File: config.mk
export PLATFORM = sky130hd
export DESIGN_NAME = alu_result_demux
export DESIGN_NICKNAME = d
export VERILOG_FILES = /design/src/rtl/alu_result_demux.sv
export SDC_FILE = /design/constraint.sdc
export NUM_CORES = 1
export LEC_CHECK = 0
export CAP_MARGIN = 25
export CORE_MARGIN = 2
export CORE_UTILIZATION = 55
export DETAILED_ROUTE_END_ITERATION = 6
export HOLD_SLACK_MARGIN = 0.08
export PLACE_DENSITY = 0.86
export SETUP_SLACK_MARGIN = 0.2
export SYNTH_ARGS = -nofsm -noshare
export SYNTH_HDL_FRONTEND = slang
export SYNTH_SLANG_ARGS = --single-unit
File: constraint.sdc
create_clock -name clk -period 4.4 [get_ports clk]
set_input_delay 1.32 -clock clk [delete_from_list [all_inputs] [get_ports clk]]
set_output_delay 1.32 -clock clk [all_outputs]
set_load 0.02 [all_outputs]
File: src/rtl/alu_result_demux.sv
// Routes a tagged ALU result stream to one of NCH consumer channels through a
// 2-entry in-order FIFO; out-of-range destination codes are dropped and counted.
module alu_result_demux #(
  parameter int unsigned WIDTH = 32,
  parameter int unsigned NCH   = 5,
  parameter int unsigned DEPTH = 2
) (
  input  logic             clk,
  input  logic             reset_n,
  input  logic             in_valid,
  output logic             in_ready,
  input  logic [WIDTH-1:0] in_data,
  input  logic [3:0]       in_ctl,
  output logic [NCH-1:0]   out_valid,
  input  logic [NCH-1:0]   out_ready,
  output logic [WIDTH-1:0] out_data,
  output logic             err,
  output logic [7:0]       drop_count,
  input  logic             err_clr,
  output logic             busy
);

  localparam logic [4:0] NCH_LIM  = 5'(NCH);
  localparam logic [1:0] FULL_CNT = 2'(DEPTH);

  logic [WIDTH-1:0] mem_data [DEPTH];
  logic [3:0]       mem_ctl  [DEPTH];
  logic             wr_ptr;
  logic             rd_ptr;
  logic [1:0]       count;

  logic             full;
  logic             empty;
  logic             legal;
  logic             accept;
  logic             push;
  logic             drop;
  logic             pop;
  logic [3:0]       head_ctl;
  logic [WIDTH-1:0] head_data;
  logic [7:0]       drop_base;

  assign full      = (count == FULL_CNT);
  assign empty     = (count == '0);
  assign in_ready  = !full;
  assign busy      = !empty;
  assign head_ctl  = mem_ctl[rd_ptr];
  assign head_data = mem_data[rd_ptr];
  assign out_data  = empty ? '0 : head_data;

  assign legal  = ({1'b0, in_ctl} < NCH_LIM);
  assign accept = in_valid && !full;
  assign push   = accept && legal;
  assign drop   = accept && !legal;

  always_comb begin
    out_valid = '0;
    for (int unsigned i = 0; i < NCH; i++) begin
      out_valid[i] = !empty && (head_ctl == 4'(i));
    end
  end

  // Only the head channel's ready bit can survive the mask, so this is the pop.
  assign pop = |(out_valid & out_ready);

  always_ff @(posedge clk or negedge reset_n) begin
    if (!reset_n) begin
      wr_ptr <= 1'b0;
      rd_ptr <= 1'b0;
      count  <= '0;
      for (int unsigned i = 0; i < DEPTH; i++) begin
        mem_data[i] <= '0;
        mem_ctl[i]  <= '0;
      end
    end else begin
      if (push) begin
        mem_data[wr_ptr] <= in_data;
        mem_ctl[wr_ptr]  <= in_ctl;
        wr_ptr           <= ~wr_ptr;
      end
      if (pop) begin
        rd_ptr <= ~rd_ptr;
      end
      case ({push, pop})
        2'b10:   count <= count + 2'd1;
        2'b01:   count <= count - 2'd1;
        default: count <= count;
      endcase
    end
  end

  // A clear and a drop in the same cycle count from zero, giving a count of one.
  assign drop_base = err_clr ? '0 : drop_count;

  always_ff @(posedge clk or negedge reset_n) begin
    if (!reset_n) begin
      err        <= 1'b0;
      drop_count <= '0;
    end else if (drop) begin
      err        <= 1'b1;
      drop_count <= (drop_base == 8'hFF) ? drop_base : drop_base + 8'd1;
    end else if (err_clr) begin
      err        <= 1'b0;
      drop_count <= '0;
    end
  end

endmodule

==> results.sh <==
export IMPL_design_area_um2=5460
export IMPL_area_delta_synth_final_pct=28.8
export IMPL_io_pins=93
export IMPL_cts_buffers=9
export IMPL_clock_path_buffers=2
export IMPL_htree_levels=3
export IMPL_synth_yosys_seq_area_share_pct=50.2
export IMPL_start_util_pct=55.7
export IMPL_leakage_nw=2.51
export IMPL_yosysWarnings=0
export IMPL_outcome="complete, no violations"
export IMPL_wire_per_inst_um=16.7
export IMPL_critical_path_arrival_ns=2.50
export IMPL_tns_ns=0
export IMPL_worstPathRequired_ns=3.08
export IMPL_die_height_um=91.8
export IMPL_combPwrFrac_pct=50.4
export IMPL_seqPwrFrac_pct=33.9
export IMPL_max_vdd_ir_drop_mv=0.390
export IMPL_path_class="reg -> out"
export IMPL_finClkSkew_ns=0.00874
export IMPL_via_per_inst=5.58
export IMPL_fmax_mhz=262
export IMPL_nNetsFinal=465
export IMPL_ctsRootBufferMaster="clkbuf_8"
export IMPL_slew_violations=0
export IMPL_setup_viol=0
export IMPL_grt_pass1_vias=2990
export IMPL_p_int_mw=2.64
export IMPL_endpoint_kind="output pin"
export IMPL_synth_area_per_cell_um2=13.0
export IMPL_gr_total_overflow=0
export IMPL_layout_common_cells="clkdlybuf4s50_1, dfrtp_1, mux2_2, nor2_1, mux2i_1"
export IMPL_core_area_um2=7610
export IMPL_clkSlewWorstSetupHoldPaths_ns=0.08
export IMPL_final_common_cell="clkdlybuf4s50_1"
export IMPL_grt_max_degree=86
export IMPL_dieArea_um2=8430
export IMPL_dpl_worst_slack_ns=0.805
export IMPL_p_switching_mw=1.50
export IMPL_postCtsHoldBufs=0
export IMPL_grt_pass1_wl_um=14300
export IMPL_crit_family="buffers and inverters"
export IMPL_placed_cell_area_um2=5200
export IMPL_hold_viol=0
export IMPL_min_path_type="reg -> reg"
export IMPL_syn_cell_area_um2=4240
export IMPL_setup_slack_ns=0.581
export IMPL_cts_setup_buffers=0
export IMPL_pwr_share_clk_pct=15.7
export IMPL_ys_flop_type="dfrtp_1"
export IMPL_relSlewSlack_pct=51.8
export IMPL_worst_path_max_fanout=28
export IMPL_drt_pass1_iterations=4
export IMPL_slowest_stage="dfrtp_2"
export IMPL_cap_violations=0
export IMPL_finalCriticalPeriod_ns=3.82
export IMPL_synth_seq_cells=85
export IMPL_worst_slew_pin_slew_ns=0.722
export IMPL_ant_nets=0
export IMPL_dp_hpwl_um=5790
export IMPL_die_w_um=91.8
export IMPL_postRouteWirelength_um=8780
export IMPL_rows=32
export IMPL_path_buf_inv=2
export IMPL_cts_sinks=85
export IMPL_cts_tree="built"
export IMPL_routabilityCongestion=0.842
export IMPL_rsz0062_at_grt="no"
export IMPL_critPathLaunchType="register"
export IMPL_grt_usage_pct=21.5
export IMPL_worstSkewPairLatency_ns=0.35
export IMPL_async_reset_ff_share_pct=100
export IMPL_finalCritPeriodShare_pct=86.8
export IMPL_drive_gt1_share_pct=23.4
export IMPL_synthesis_nets=373
export IMPL_first_iter_violations=140
export IMPL_switching_share_pct=36.3
export IMPL_num_vias=2929
export IMPL_cpPeakStageDelay_ns=0.75
export IMPL_cts_resized=0
export IMPL_synth_edf_count=0
export IMPL_synth_cells=326
export IMPL_yosysUniqueCellTypes=51
export IMPL_powerDensity_nw_per_um2=758
export IMPL_antenna_cells=0
export IMPL_port_buffers=92
export IMPL_grt_antenna_before_repair=0
export IMPL_cp_cell_sequence="buf_4 -> mux2i_1 -> nor2_1 -> clkdlybuf4s50_1"
export IMPL_drc=0
==> power by group through the flow <==
stage,clock network (mW),registers [mW],logic (mW)
5_1_grt,0.696,1.45,2.24
4_1_cts,0.660,1.40,2.10
3_3_place_gp,0,1.39,2.04
2_1_floorplan,0,1.31,1.40
6_report,0.650,1.41,2.09
3_5_place_dp,0,1.41,2.09
==> sequential cells by signal (all words and copies together), names as in the netlist <==
name,count
count,2
drop_count,8
err,1
mem_ctl,8
mem_data,64
rd_ptr,1
wr_ptr,1
==> worst reg2reg max path, cell delays in order (launching register included) <==
cell       delay, ns
dfrtp_1         0.44
or2b_2          0.37
nand4bb_4       0.15
or2_2           0.61
buf_12          0.26
mux2_4          0.31
==> path summary, 6_finish.rpt <==
kind                                               start                        to  slack [ns]  cells past startpoint
worst max-delay path                  rd_ptr$_DFFE_PN0N_               out_data[9]        0.58                      4
worst min-delay path            mem_data[59]$_DFFE_PN0P_  mem_data[59]$_DFFE_PN0P_        0.51                      1
worst max register to register      count[0]$_DFFE_PN0P_    mem_ctl[1]$_DFFE_PN0P_        2.16                      5
worst min register to register  mem_data[59]$_DFFE_PN0P_  mem_data[59]$_DFFE_PN0P_        0.51                      1
max in group asynchronous                        reset_n        rd_ptr$_DFFE_PN0N_        3.03                      2
min in group asynchronous                        reset_n  mem_data[42]$_DFFE_PN0P_        0.79                      1
==> synthesized netlist by cell type, types with 2 or more instances <==
cell	instances	area, um^2
and3_1	2	12.5
nand2_1	3	11.3
nor3_1	7	35.0
buf_12	3	60.1
mux2_2	42	473
nand2b_1	3	18.8
nor2_1	39	146
nor4bb_1	2	20.0
mux2i_1	33	330
nand3_1	3	15.0
dfrtp_1	85	2130
ha_1	2	25.0
mux2_4	29	435
o21ai_0	3	15.0
o211a_1	2	20.0
xnor2_1	4	35.0
buf_2	5	25.0
nor3b_1	2	15.0
a31oi_1	4	25.0
and4b_1	3	30.0
a21oi_1	4	20.0
xor2_1	2	17.5
buf_6	3	33.8
nor2b_1	5	31.3
inv_1	6	22.5
clkbuf_1	4	15.0
a41oi_1	2	17.5
==> cell families after synthesis <==
| logic type | after synthesis | share of synthesized area (%) |
|---|---|---|
| AO/OA/AOI/OAI | 26 | 4.43 |
| flip-flops | 85 | 50.2 |
| multiplexers | 104 | 29.2 |
| adder cells (fa/ha/maj) | 2 | 0.590 |
| AND/OR/NAND/NOR | 81 | 10.5 |
| buffers and inverters | 22 | 3.87 |
| XOR/XNOR | 6 | 1.24 |
==> cell type report <==
class | instances | area [um^2]
well taps | 102 | 128
inverters | 6 | 22.5
flip-flops and latches | 85 | 2130
clock inverters | 6 | 111
repair buffers | 97 | 988
fillers | 541 | 2140
multi-input cells | 219 | 1960
clock buffers | 10 | 128
==> routing by layer <==
| metal | global-route usage, % | wire length, um |
|---|---|---|
| met2 | 37.1 | 4550 |
| met3 | 4.44 | 335 |
| met1 | 27.0 | 3750 |
| met5 | 0 | 0 |
| met4 | 7.21 | 135 |
==> through the flow <==
| stage | util (%) | instances | hold WS (ns) | power [mW] |
|---|---|---|---|---|
| 2_1_floorplan | - | 326 | 0.455 | 2.71 |
| 3_3_place_gp | 68.3 | 508 | 0.488 | 3.43 |
| 3_5_place_dp | 68.3 | 508 | 0.495 | 3.50 |
| 4_1_cts | 71.4 | 524 | 0.513 | 4.16 |
| 5_1_grt | 71.8 | 525 | 0.521 | 4.39 |
| 6_report | 71.8 | 525 | 0.510 | 4.14 |
Power figures use the tool's default switching activity.
